<file path="src/rtl/obstacle_pkg.sv">
// Shared types and constants for the obstacle spawner: lane masks, FSM states and the row record.
package obstacle_pkg;

  localparam int NUM_LANES    = 3;
  // Row ids are held at this width internally; ROW_ID_W must be 1..ROW_ID_MAX_W.
  localparam int ROW_ID_MAX_W = 16;

  localparam logic [NUM_LANES-1:0] CENTRE_OPEN_MASK = 3'b101;
  localparam logic [NUM_LANES-1:0] ALL_LANES_MASK   = 3'b111;

  typedef enum logic [1:0] {
    IDLE,
    SAMPLE,
    EMIT
  } spawner_state_t;

  typedef struct packed {
    logic [NUM_LANES-1:0]    lanes;
    logic                    kind;
    logic [ROW_ID_MAX_W-1:0] row_id;
  } obstacle_row_t;

  // A fully blocked row is unplayable, so the centre lane is reopened.
  function automatic logic [NUM_LANES-1:0] safe_mask(input logic [NUM_LANES-1:0] cand);
    return (cand == ALL_LANES_MASK) ? CENTRE_OPEN_MASK : cand;
  endfunction

endpackage

</file>
<file path="src/rtl/obstacle_spawner_if.sv">
// Valid/ready obstacle-row channel from the spawner (master) to the track renderer (slave).
interface obstacle_spawner_if #(
  parameter int ROW_ID_W = 8
);
  import obstacle_pkg::*;

  logic                 obs_valid;
  logic                 obs_ready;
  logic [NUM_LANES-1:0] obs_lanes;
  logic                 obs_kind;
  logic [ROW_ID_W-1:0]  obs_row_id;

  modport master (
    output obs_valid,
    output obs_lanes,
    output obs_kind,
    output obs_row_id,
    input  obs_ready
  );

  modport slave (
    input  obs_valid,
    input  obs_lanes,
    input  obs_kind,
    input  obs_row_id,
    output obs_ready
  );

endinterface

</file>
<file path="src/rtl/obstacle_spawner.sv">
// Turns spawn ticks plus an LFSR nibble into obstacle rows on a valid/ready channel.
// Optional drop-statistics counter enabled by defining OBSTACLE_STATS_EN.
module obstacle_spawner
  import obstacle_pkg::*;
#(
  parameter int MIN_GAP  = 2,
  parameter int ROW_ID_W = 8
) (
  input  logic                clk,
  input  logic                rst,
  input  logic                run,
  input  logic                spawn_tick,
  input  logic [3:0]          rand_in,
`ifdef OBSTACLE_STATS_EN
  output logic [7:0]          drop_cnt,
`endif
  obstacle_spawner_if.master  obs
);

  localparam logic [3:0]              GAP_LOAD = 4'(MIN_GAP);
  localparam logic [ROW_ID_MAX_W-1:0] ID_ONE   = ROW_ID_MAX_W'(1);
  localparam logic [ROW_ID_MAX_W-1:0] ID_WRAP  = ROW_ID_MAX_W'((32'd1 << ROW_ID_W) - 32'd1);

  spawner_state_t          state_reg;
  logic                    valid_reg;
  logic [3:0]              gap_cnt_reg;
  obstacle_row_t           row_reg;
  logic [NUM_LANES-1:0]    cand_mask;
  logic [ROW_ID_MAX_W-1:0] id_next;

  assign cand_mask = rand_in[NUM_LANES-1:0];
  // Wrap at the configured width; the upper internal bits stay zero.
  assign id_next   = (row_reg.row_id == ID_WRAP) ? '0 : row_reg.row_id + ID_ONE;

  always_ff @(posedge clk) begin
    if (rst) begin
      state_reg   <= IDLE;
      valid_reg   <= 1'b0;
      gap_cnt_reg <= '0;
      row_reg     <= '0;
    end else begin
      case (state_reg)
        IDLE: begin
          if (run && spawn_tick) begin
            if (gap_cnt_reg == 4'd0) begin
              state_reg <= SAMPLE;
            end else begin
              gap_cnt_reg <= gap_cnt_reg - 4'd1;
            end
          end
        end
        SAMPLE: begin
          // An empty candidate row spawns nothing and costs no gap.
          if (cand_mask == '0) begin
            state_reg <= IDLE;
          end else begin
            row_reg.lanes <= safe_mask(cand_mask);
            row_reg.kind  <= rand_in[3];
            gap_cnt_reg   <= GAP_LOAD;
            valid_reg     <= 1'b1;
            state_reg     <= EMIT;
          end
        end
        EMIT: begin
          if (obs.obs_ready) begin
            valid_reg      <= 1'b0;
            row_reg.row_id <= id_next;
            state_reg      <= IDLE;
          end
        end
        default: state_reg <= IDLE;
      endcase
    end
  end

  assign obs.obs_valid  = valid_reg;
  assign obs.obs_lanes  = row_reg.lanes;
  assign obs.obs_kind   = row_reg.kind;
  assign obs.obs_row_id = row_reg.row_id[ROW_ID_W-1:0];

`ifdef OBSTACLE_STATS_EN
  logic [7:0] drop_cnt_reg;

  // Ticks arriving while a row is in flight are lost; count them, saturating.
  always_ff @(posedge clk) begin
    if (rst) begin
      drop_cnt_reg <= '0;
    end else if (run && spawn_tick && (state_reg != IDLE) && (drop_cnt_reg != 8'hFF)) begin
      drop_cnt_reg <= drop_cnt_reg + 8'd1;
    end
  end

  assign drop_cnt = drop_cnt_reg;
`endif

endmodule

</file>
<file path="src/flat_wrapper.sv">
// flat-port wrapper written by rule: the top's interface ports become plain ports
module obstacle_spawner_flat import obstacle_pkg::*;
#(
  parameter int MIN_GAP  = 2,
  parameter int ROW_ID_W = 8
)
  (clk, rst, run, spawn_tick, rand_in, obs_obs_valid, obs_obs_lanes, obs_obs_kind, obs_obs_row_id, obs_obs_ready);
  obstacle_spawner_if #(.ROW_ID_W(ROW_ID_W)) obs_i ();
  input  logic clk;
  input  logic rst;
  input  logic run;
  input  logic spawn_tick;
  input  logic [3:0] rand_in;
  output wire logic [$bits(obs_i.obs_valid)-1:0] obs_obs_valid;
  output wire logic [$bits(obs_i.obs_lanes)-1:0] obs_obs_lanes;
  output wire logic [$bits(obs_i.obs_kind)-1:0] obs_obs_kind;
  output wire logic [$bits(obs_i.obs_row_id)-1:0] obs_obs_row_id;
  input wire logic [$bits(obs_i.obs_ready)-1:0] obs_obs_ready;
  assign obs_obs_valid = obs_i.obs_valid;
  assign obs_obs_lanes = obs_i.obs_lanes;
  assign obs_obs_kind = obs_i.obs_kind;
  assign obs_obs_row_id = obs_i.obs_row_id;
  assign obs_i.obs_ready = obs_obs_ready;
  obstacle_spawner #(.MIN_GAP(MIN_GAP), .ROW_ID_W(ROW_ID_W)) u_core (.clk(clk), .rst(rst), .run(run), .spawn_tick(spawn_tick), .rand_in(rand_in), .obs(obs_i));
endmodule
</file>
<file path="config.mk">
export PLATFORM = sky130hd
export DESIGN_NAME = obstacle_spawner_flat
export DESIGN_NICKNAME = d
export VERILOG_FILES = /design/src/rtl/obstacle_pkg.sv /design/src/rtl/obstacle_spawner_if.sv /design/src/rtl/obstacle_spawner.sv /design/src/flat_wrapper.sv
export SDC_FILE = /design/constraint.sdc
export NUM_CORES = 1
export LEC_CHECK = 0
export BUFFER_PORTS_ARGS = -buffer_cell sky130_fd_sc_hd__buf_2
export CAP_MARGIN = 25
export CORE_ASPECT_RATIO = 1.5
export CORE_MARGIN = 3
export CORE_UTILIZATION = 58
export CTS_BUF_LIST = sky130_fd_sc_hd__clkbuf_4
export CTS_CLUSTER_DIAMETER = 80
export CTS_CLUSTER_SIZE = 12
export DETAILED_ROUTE_END_ITERATION = 6
export HOLD_SLACK_MARGIN = 0.05
export PLACE_DENSITY = 0.89
export SLEW_MARGIN = 5
export SYNTH_ARGS = -nofsm -noshare
export SYNTH_HDL_FRONTEND = slang
export SYNTH_SLANG_ARGS = --single-unit
export TNS_END_PERCENT = 1
</file>
<file path="constraint.sdc">
create_clock -name clk -period 1.9 [get_ports clk]
set_input_delay 0.19 -clock clk [delete_from_list [all_inputs] [get_ports clk]]
set_output_delay 0.19 -clock clk [all_outputs]
set_load 0.01 [all_outputs]
</file>
==> results of run 1 <==
-- power by group --
part	total (mW)	internal, mW	leakage, nW	switching [mW]
clock	0.250	0.0791	0.0177	0.171
sequential	0.635	0.603	0.218	0.0312
combinational	0.231	0.111	0.365	0.121
-- worst reg2reg max path, delay by kind of cell, from the launching register on --
family | cells | cell delay [ns]
and+or+nand+nor | 3 | 0.73
DFF | 1 | 0.47
AOI/OAI and AO/OA | 1 | 0.33
-- kinds of logic after synthesis --
| group | Yosys count | synth area share (%) |
|---|---|---|
| AND/OR/NAND/NOR | 68 | 30.7 |
| multiplexers | 1 | 0.725 |
| AO/OA/AOI/OAI | 22 | 10.8 |
| flip-flops | 27 | 39.2 |
| XOR/XNOR | 12 | 7.62 |
| buffers and inverters | 19 | 8.25 |
| adder cells (fa/ha/maj) | 3 | 2.72 |
-- stage by stage --
stage	setup slack (ns)	instances	hold WS, ns
finish	0.256	187	0.0900
global route	0.100	187	0.0970
CTS	0.262	187	0.0868
detailed placement	0.303	183	0.446
global placement	0.386	183	0.441
floorplan	0.382	152	0.259
-- per-layer routing --
metal	global-route usage [%]	vias up	wire length [um]
met4	7.12	0	41
met3	2.47	4	72
met1	23.4	532	1090
met5	0	-	0
met2	37.6	19	1400
li1	-	553	-
-- final cells by class --
| cell class | instances | area [sq um] | area share (%) |
|---|---|---|---|
| sequential | 27 | 541 | 37.1 |
| multi-input combinational | 106 | 726 | 49.8 |
| clock inverter | 1 | 5.00 | 0.343 |
| inverter | 4 | 15.0 | 1.03 |
| timing repair buffer | 23 | 120 | 8.24 |
| clock buffer | 3 | 22.5 | 1.55 |
| tap | 23 | 28.8 | 1.97 |
-- cells in the final DEF, fill, tap and decap left out, types with 2 or more instances in the layout --
cell	instances
sky130_fd_sc_hd__dfxtp_1	27
sky130_fd_sc_hd__buf_2	21
sky130_fd_sc_hd__nor2_1	19
sky130_fd_sc_hd__nand2_1	11
sky130_fd_sc_hd__xnor2_1	9
sky130_fd_sc_hd__a21oi_1	8
sky130_fd_sc_hd__nor4_1	5
sky130_fd_sc_hd__inv_1	4
sky130_fd_sc_hd__o21ai_0	4
sky130_fd_sc_hd__nand3_1	4
sky130_fd_sc_hd__xor2_1	3
sky130_fd_sc_hd__nor3_1	3
sky130_fd_sc_hd__and3_1	3
sky130_fd_sc_hd__nand4_1	3
sky130_fd_sc_hd__ha_1	3
sky130_fd_sc_hd__clkbuf_4	3
sky130_fd_sc_hd__and4_1	2
sky130_fd_sc_hd__nor2b_1	2
sky130_fd_sc_hd__a22oi_1	2
sky130_fd_sc_hd__nor3b_1	2
sky130_fd_sc_hd__o211ai_1	2
sky130_fd_sc_hd__or3_1	2
sky130_fd_sc_hd__buf_4	2
-- worst max path at each step --
| stage | start | endpoint | depth (start not counted) |
|---|---|---|---|
| after floorplan | u_core.gap_cnt_reg[0]$_SDFFE_PP0P_ | u_core.gap_cnt_reg[3]$_SDFFE_PP0P_ | 6 |
| after global placement | u_core.gap_cnt_reg[0]$_SDFFE_PP0P_ | u_core.gap_cnt_reg[3]$_SDFFE_PP0P_ | 6 |
| after detailed placement | u_core.gap_cnt_reg[0]$_SDFFE_PP0P_ | u_core.gap_cnt_reg[3]$_SDFFE_PP0P_ | 6 |
| after CTS | u_core.state_reg[1]$_SDFFE_PP0P_ | u_core.row_reg[13]$_SDFFE_PP0P_ | 4 |
| after global routing | u_core.gap_cnt_reg[0]$_SDFFE_PP0P_ | u_core.gap_cnt_reg[1]$_SDFFE_PP0P_ | 7 |
| final | u_core.obs.obs_row_id[4]$_SDFFE_PP0P_ | u_core.row_reg[13]$_SDFFE_PP0P_ | 4 |
==> impl_metrics.ini, run 1 <==
[setup_path]
reg2reg_slack_ns = 0.26
setup.worst_path.end_class = flip-flop
crit_path_max_incr_delay_ns = 0.47
worstPathBufferInverterCount = 0
top_fanout_value_on_the_critical_path = 6
critical_path_required_ns = 2.13
timing.rr.end = u_core.row_reg[13]$_SDFFE_PP0P_
cp.arrival_ns = 1.87
regToRegStartpoint = u_core.obs.obs_row_id[4]$_SDFFE_PP0P_
crit_path_start_kind = flip-flop
critPathTopFamily = simple AND/OR/NAND/NOR gates
timing.reg2reg.worst_path_depth = 4
path_cells = nand4_2, nor4_4, nor2_1, a2111oi_2
timing_worst_setup_path_type = flip-flop to flip-flop
cp_slowest_cell = sky130_fd_sc_hd__dfxtp_1

[clock_network]
cts-buffers-inserted = 3
worstSkewPairLatency_ns = 0.33
htree_num_levels = 1
ctsHoldBuffers = 0
clockBufferDepth = 2
numClockSinks = 27
worst_setup_hold_path_clk_slew_ns = 0.15
post_cts_buffers = 0
root_buffer_master = sky130_fd_sc_hd__clkbuf_4
resized_cells_post_cts = 0
cts_tree = done

[global_routing]
globalRoute.totalOverflow = 0
grt_start_max_net_pins = 16
track_usage_pct = 20.6
antenna_found_initial = 0
vias_in_the_first_global_route = 1120
first_pass_grt_wire_length_um = 4730

[place]
placed_cell_area_sq_um = 1430
place.gp.congestion = 0.881
placement.io_buffers = 21
dp.final_hpwl_um = 2020

[sta]
final.setup.tns_ns = 0
achievable-frequency_mhz = 608
grt_setup_unrepaired = no
finalMaxSlewViolations = 0
min_period_over_period_pct = 86.5
slew_headroom_pct = 71.8
finalCriticalPeriod_ns = 1.64
finalHoldViolations = 0
setup_violating_endpoint_count_in_the_final_report = 0
actual_slew_at_the_worst_max_slew_pin_ns = 0.422
clock_skew_ns = 0.0181

[floorplanning]
fp.dieW_um = 45.8
fp.dieArea_sq_um = 3010
pin_count = 22
floorplan.initialDensity_pct = 61.1
die_h_um = 65.7
core_sq_um = 2260
placement_rows = 21

[hold_path]
hold_path_depth = 3
timing.hold.worst.class = input port to flip-flop
holdCritStartpoint = rand_in[3]
hold_path_end = u_core.obs.obs_kind$_SDFFE_PP0P_

[outcome]
run_status = finished, final reports clean

[power]
power.ir.vdd_worst_mv = 0.688
power.static_leakage_nw = 0.601
power_per_cell_area_nw_per_um2 = 766
power.total_mw = 1.12

[synth]
postSynthRegisterBits = 27
postSynth.asyncResetShare_pct = 0
ys_types = 42
post_synth_main_area_contributors = sky130_fd_sc_hd__dfxtp_1 (39%), sky130_fd_sc_hd__buf_4 (6.0%), sky130_fd_sc_hd__xnor2_1 (5.7%), sky130_fd_sc_hd__nor2_1 (5.2%), sky130_fd_sc_hd__nand2_1 (3.0%)
synth_area_per_cell_sq_um = 9.08
ys_warn_count = 0
number_of_synthesized_flops_with_an_enable_pin = 0
synth.most_common_cell = sky130_fd_sc_hd__dfxtp_1
synth_area_sq_um = 1380
synth.net_count = 164
synth_area_leader_cell = sky130_fd_sc_hd__dfxtp_1
synth_commonest_cells = sky130_fd_sc_hd__dfxtp_1 (27), sky130_fd_sc_hd__nor2_1 (19), sky130_fd_sc_hd__buf_4 (11), sky130_fd_sc_hd__nand2_1 (11), sky130_fd_sc_hd__xnor2_1 (9)
synth_sequential_area_ratio_pct = 39.2
synth_top_flop_cell = sky130_fd_sc_hd__dfxtp_1
synth_top_area_share_pct = 39.2
post_synth_inst_count = 152

[route]
detailedRoute.firstPassIterationCount = 4
detail-route-antenna-nets = 0
dr.first_iter.drc_count = 11
drt_drc_violations_left = 0
wl_cell_um = 13.9
routed_via_count_divided_by_cell_count = 5.93
detail_route.wirelength_um = 2600
detailroute.via_count = 1108

[cells_and_area]
post_route_cells_drive_above_1_share_pct = 23.8
antenna_cells_inserted = 0
final_core_utilization_pct = 64.5
filler_cell_count = 210
flow.area_growth_from_synthesis_pct = 5.62
postLayoutCellArea_sq_um = 1460
finish.net_count = 177

[job]
drv.max_cap_violation_count = 0
(Power assumes the default switching activity.)
==> run 2, diff against run 1 <==
--- a/config.mk
+++ b/config.mk
@@ -5,6 +5,7 @@
 export SDC_FILE = /design/constraint.sdc
 export NUM_CORES = 1
 export LEC_CHECK = 0
+export ABC_AREA = 1
 export BUFFER_PORTS_ARGS = -buffer_cell sky130_fd_sc_hd__buf_2
 export CAP_MARGIN = 25
 export CORE_ASPECT_RATIO = 1.5
==> impl_metrics.ini, run 2 <==
[sta]
grt_setup_unrepaired = no
actual_slew_at_the_worst_max_slew_pin_ns = 0.314
hold_slack_ns = 0.110
finalMaxSlewViolations = 0
worst_slack_ns = 0.379
finalCriticalPeriod_ns = 1.52
min_period_over_period_pct = 80.1
finalHoldViolations = 0
achievable-frequency_mhz = 657
final.setup.tns_ns = 0
slew_headroom_pct = 79.0
setup_violating_endpoint_count_in_the_final_report = 0
clock_skew_ns = 0.00276

[power]
netSwitchingPower_uw = 295
sequentialPowerShare_pct = 58.9
power.static_leakage_nw = 0.663
power_frac_clock_pct = 24.3
power.ir.vdd_worst_mv = 0.423
power_per_cell_area_nw_per_um2 = 706
power.total_mw = 1.06
power.switching_fraction_pct = 27.9
combPwrFrac_pct = 16.7
power_report.internal_total_uw = 762

[global_routing]
grt.busiest_layer = met2
grt_start_max_net_pins = 15
antenna_found_initial = 0
gr-usage-met3_pct = 3.00
globalRoute.totalOverflow = 0
track_usage_pct = 20.4
vias_in_the_first_global_route = 1196
first_pass_grt_wire_length_um = 4730
groute.layer.met2.usage_pct = 34.5
use_met1_pct = 22.3

[cells_and_area]
post_route_cells_drive_above_1_share_pct = 16.1
stdcell_count = 241
flow.area_growth_from_synthesis_pct = 6.02
finish.net_count = 231
leading_cell_type_in_the_layout_fill_and_taps_excluded = sky130_fd_sc_hd__nand2_1
postLayoutCellArea_sq_um = 1500
antenna_cells_inserted = 0
filler_cell_count = 208
final_core_utilization_pct = 65.5
mostFrequentLayoutCells = sky130_fd_sc_hd__nand2_1 (49), sky130_fd_sc_hd__nor2_1 (41), sky130_fd_sc_hd__dfxtp_1 (27)

[synth]
postSynth.asyncResetShare_pct = 0
synth_sequential_area_ratio_pct = 38.3
synth.net_count = 216
synth_area_leader_cell = sky130_fd_sc_hd__dfxtp_1
postSynthRegisterBits = 27
ys_warn_count = 0
synth.most_common_cell = sky130_fd_sc_hd__nand2_1
synth_area_per_cell_sq_um = 6.92
post_synth_inst_count = 204
post_synth_main_area_contributors = sky130_fd_sc_hd__dfxtp_1 (38%), sky130_fd_sc_hd__nand2_1 (13%), sky130_fd_sc_hd__nor2_1 (11%), sky130_fd_sc_hd__buf_4 (5.8%), sky130_fd_sc_hd__inv_1 (5.3%)
ys_types = 25
synth_top_flop_cell = sky130_fd_sc_hd__dfxtp_1
number_of_synthesized_flops_with_an_enable_pin = 0
synth_top_area_share_pct = 38.3
synth_area_sq_um = 1410
synth_commonest_cells = sky130_fd_sc_hd__nand2_1 (49), sky130_fd_sc_hd__nor2_1 (41), sky130_fd_sc_hd__dfxtp_1 (27), sky130_fd_sc_hd__inv_1 (20)

[place]
placed_cell_area_sq_um = 1470
placement.io_buffers = 21
post-place-cells = 237
dp.final_hpwl_um = 2110
place.gp.congestion = 0.880
dp_slack_ns = 0.407

[clock_network]
post_cts_buffers = 0
cts-buffers-inserted = 3
numClockSinks = 27
resized_cells_post_cts = 0
worstSkewPairLatency_ns = 0.32
clockBufferDepth = 2
htree_num_levels = 1
cts_tree = done
ctsHoldBuffers = 0
worst_setup_hold_path_clk_slew_ns = 0.14
root_buffer_master = sky130_fd_sc_hd__clkbuf_4

[setup_path]
reg2reg_slack_ns = 0.38
timing.rr.end = u_core.row_reg[13]$_SDFFE_PP0P_
timing.reg2reg.worst_path_depth = 8
path_cells = ha_1, nand3_1, nor2_1, nand3_1, nand2_1, inv_2, nand2_1, nor2_1
crit_path_max_incr_delay_ns = 0.40
top_fanout_value_on_the_critical_path = 8
setup.worst_path.end_class = flip-flop
timing_worst_setup_path_type = flip-flop to flip-flop
crit_path_start_kind = flip-flop
crit_path_start = u_core.obs.obs_row_id[1]$_SDFFE_PP0P_
critPathTopFamily = simple AND/OR/NAND/NOR gates
worstPathBufferInverterCount = 1
critical_path_required_ns = 2.13
regToRegStartpoint = u_core.obs.obs_row_id[1]$_SDFFE_PP0P_
cp_slowest_cell = sky130_fd_sc_hd__dfxtp_1
cp.arrival_ns = 1.75

[floorplanning]
fp.dieArea_sq_um = 3080
fp.dieW_um = 46.3
core_sq_um = 2290
placement_rows = 21
floorplan.initialDensity_pct = 61.8
pin_count = 22
die_h_um = 66.4

[route]
detailedRoute.firstPassIterationCount = 4
detail_route.wirelength_um = 2670
detailroute.via_count = 1281
routed_via_count_divided_by_cell_count = 5.32
wl_cell_um = 11.1
dr.first_iter.drc_count = 34
detail-route-antenna-nets = 0
drt_drc_violations_left = 0

[hold_path]
hold_path_end = u_core.state_reg[0]$_SDFFE_PP0P_
hold_path_depth = 3
timing.hold.worst.class = input port to flip-flop
holdCritStartpoint = spawn_tick

[job]
drv.max_cap_violation_count = 0

[outcome]
run_status = finished, final reports clean
==> run 2: kinds of logic after synthesis <==
family | after synthesis | synth area share, %
AO/OA/AOI/OAI | 14 | 5.32
XOR/XNOR | 7 | 4.34
adder cells (fa/ha/maj) | 3 | 2.66
buffers and inverters | 35 | 12.2
flip-flops | 27 | 38.3
multiplexers | 1 | 0.709
AND/OR/NAND/NOR | 117 | 36.5
==> run 2: power groups by stage <==
stage	combinational [mW]	clock (mW)	sequential (mW)
after global placement	0.173	0	0.633
after detailed placement	0.178	0	0.635
final	0.177	0.257	0.623
after CTS	0.179	0.265	0.622
after floorplan	0.136	0	0.632
after global routing	0.208	0.298	0.627
==> run 2: final cells by class <==
class | instances | area, sq um | area share, %
Timing Repair Buffer | 22 | 113 | 7.52
Tap cell | 23 | 28.8 | 1.92
Inverter | 23 | 86.3 | 5.76
Sequential cell | 27 | 541 | 36.1
Clock buffer | 4 | 30.0 | 2.01
Multi-Input combinational cell | 142 | 699 | 46.7
==> run 2: worst max-delay path by stage <==
stage	to	slack, ns	cells after the start
after floorplan	u_core.row_reg[13]$_SDFFE_PP0P_	0.61	8
after global placement	u_core.row_reg[13]$_SDFFE_PP0P_	0.51	8
after detailed placement	u_core.row_reg[13]$_SDFFE_PP0P_	0.41	8
after CTS	u_core.row_reg[13]$_SDFFE_PP0P_	0.37	8
after global routing	u_core.row_reg[13]$_SDFFE_PP0P_	0.24	8
final	u_core.row_reg[13]$_SDFFE_PP0P_	0.38	8
==> run 2: metal layers <==
| metal | share of wire (%) | wire, um | vias to the layer above |
|---|---|---|---|
| li1 | - | - | 655 |
| met1 | 40 | 1080 | 587 |
| met2 | 52 | 1390 | 28 |
| met3 | 3.7 | 99 | 11 |
| met4 | 3.8 | 102 | 0 |
| met5 | 0 | 0 | - |
==> run 2: tightest hold or removal path, cell delays in order <==
cell and delay (ns):
sky130_fd_sc_hd__buf_2 0.10, sky130_fd_sc_hd__nand2_1 0.07, sky130_fd_sc_hd__nor4_1 0.05
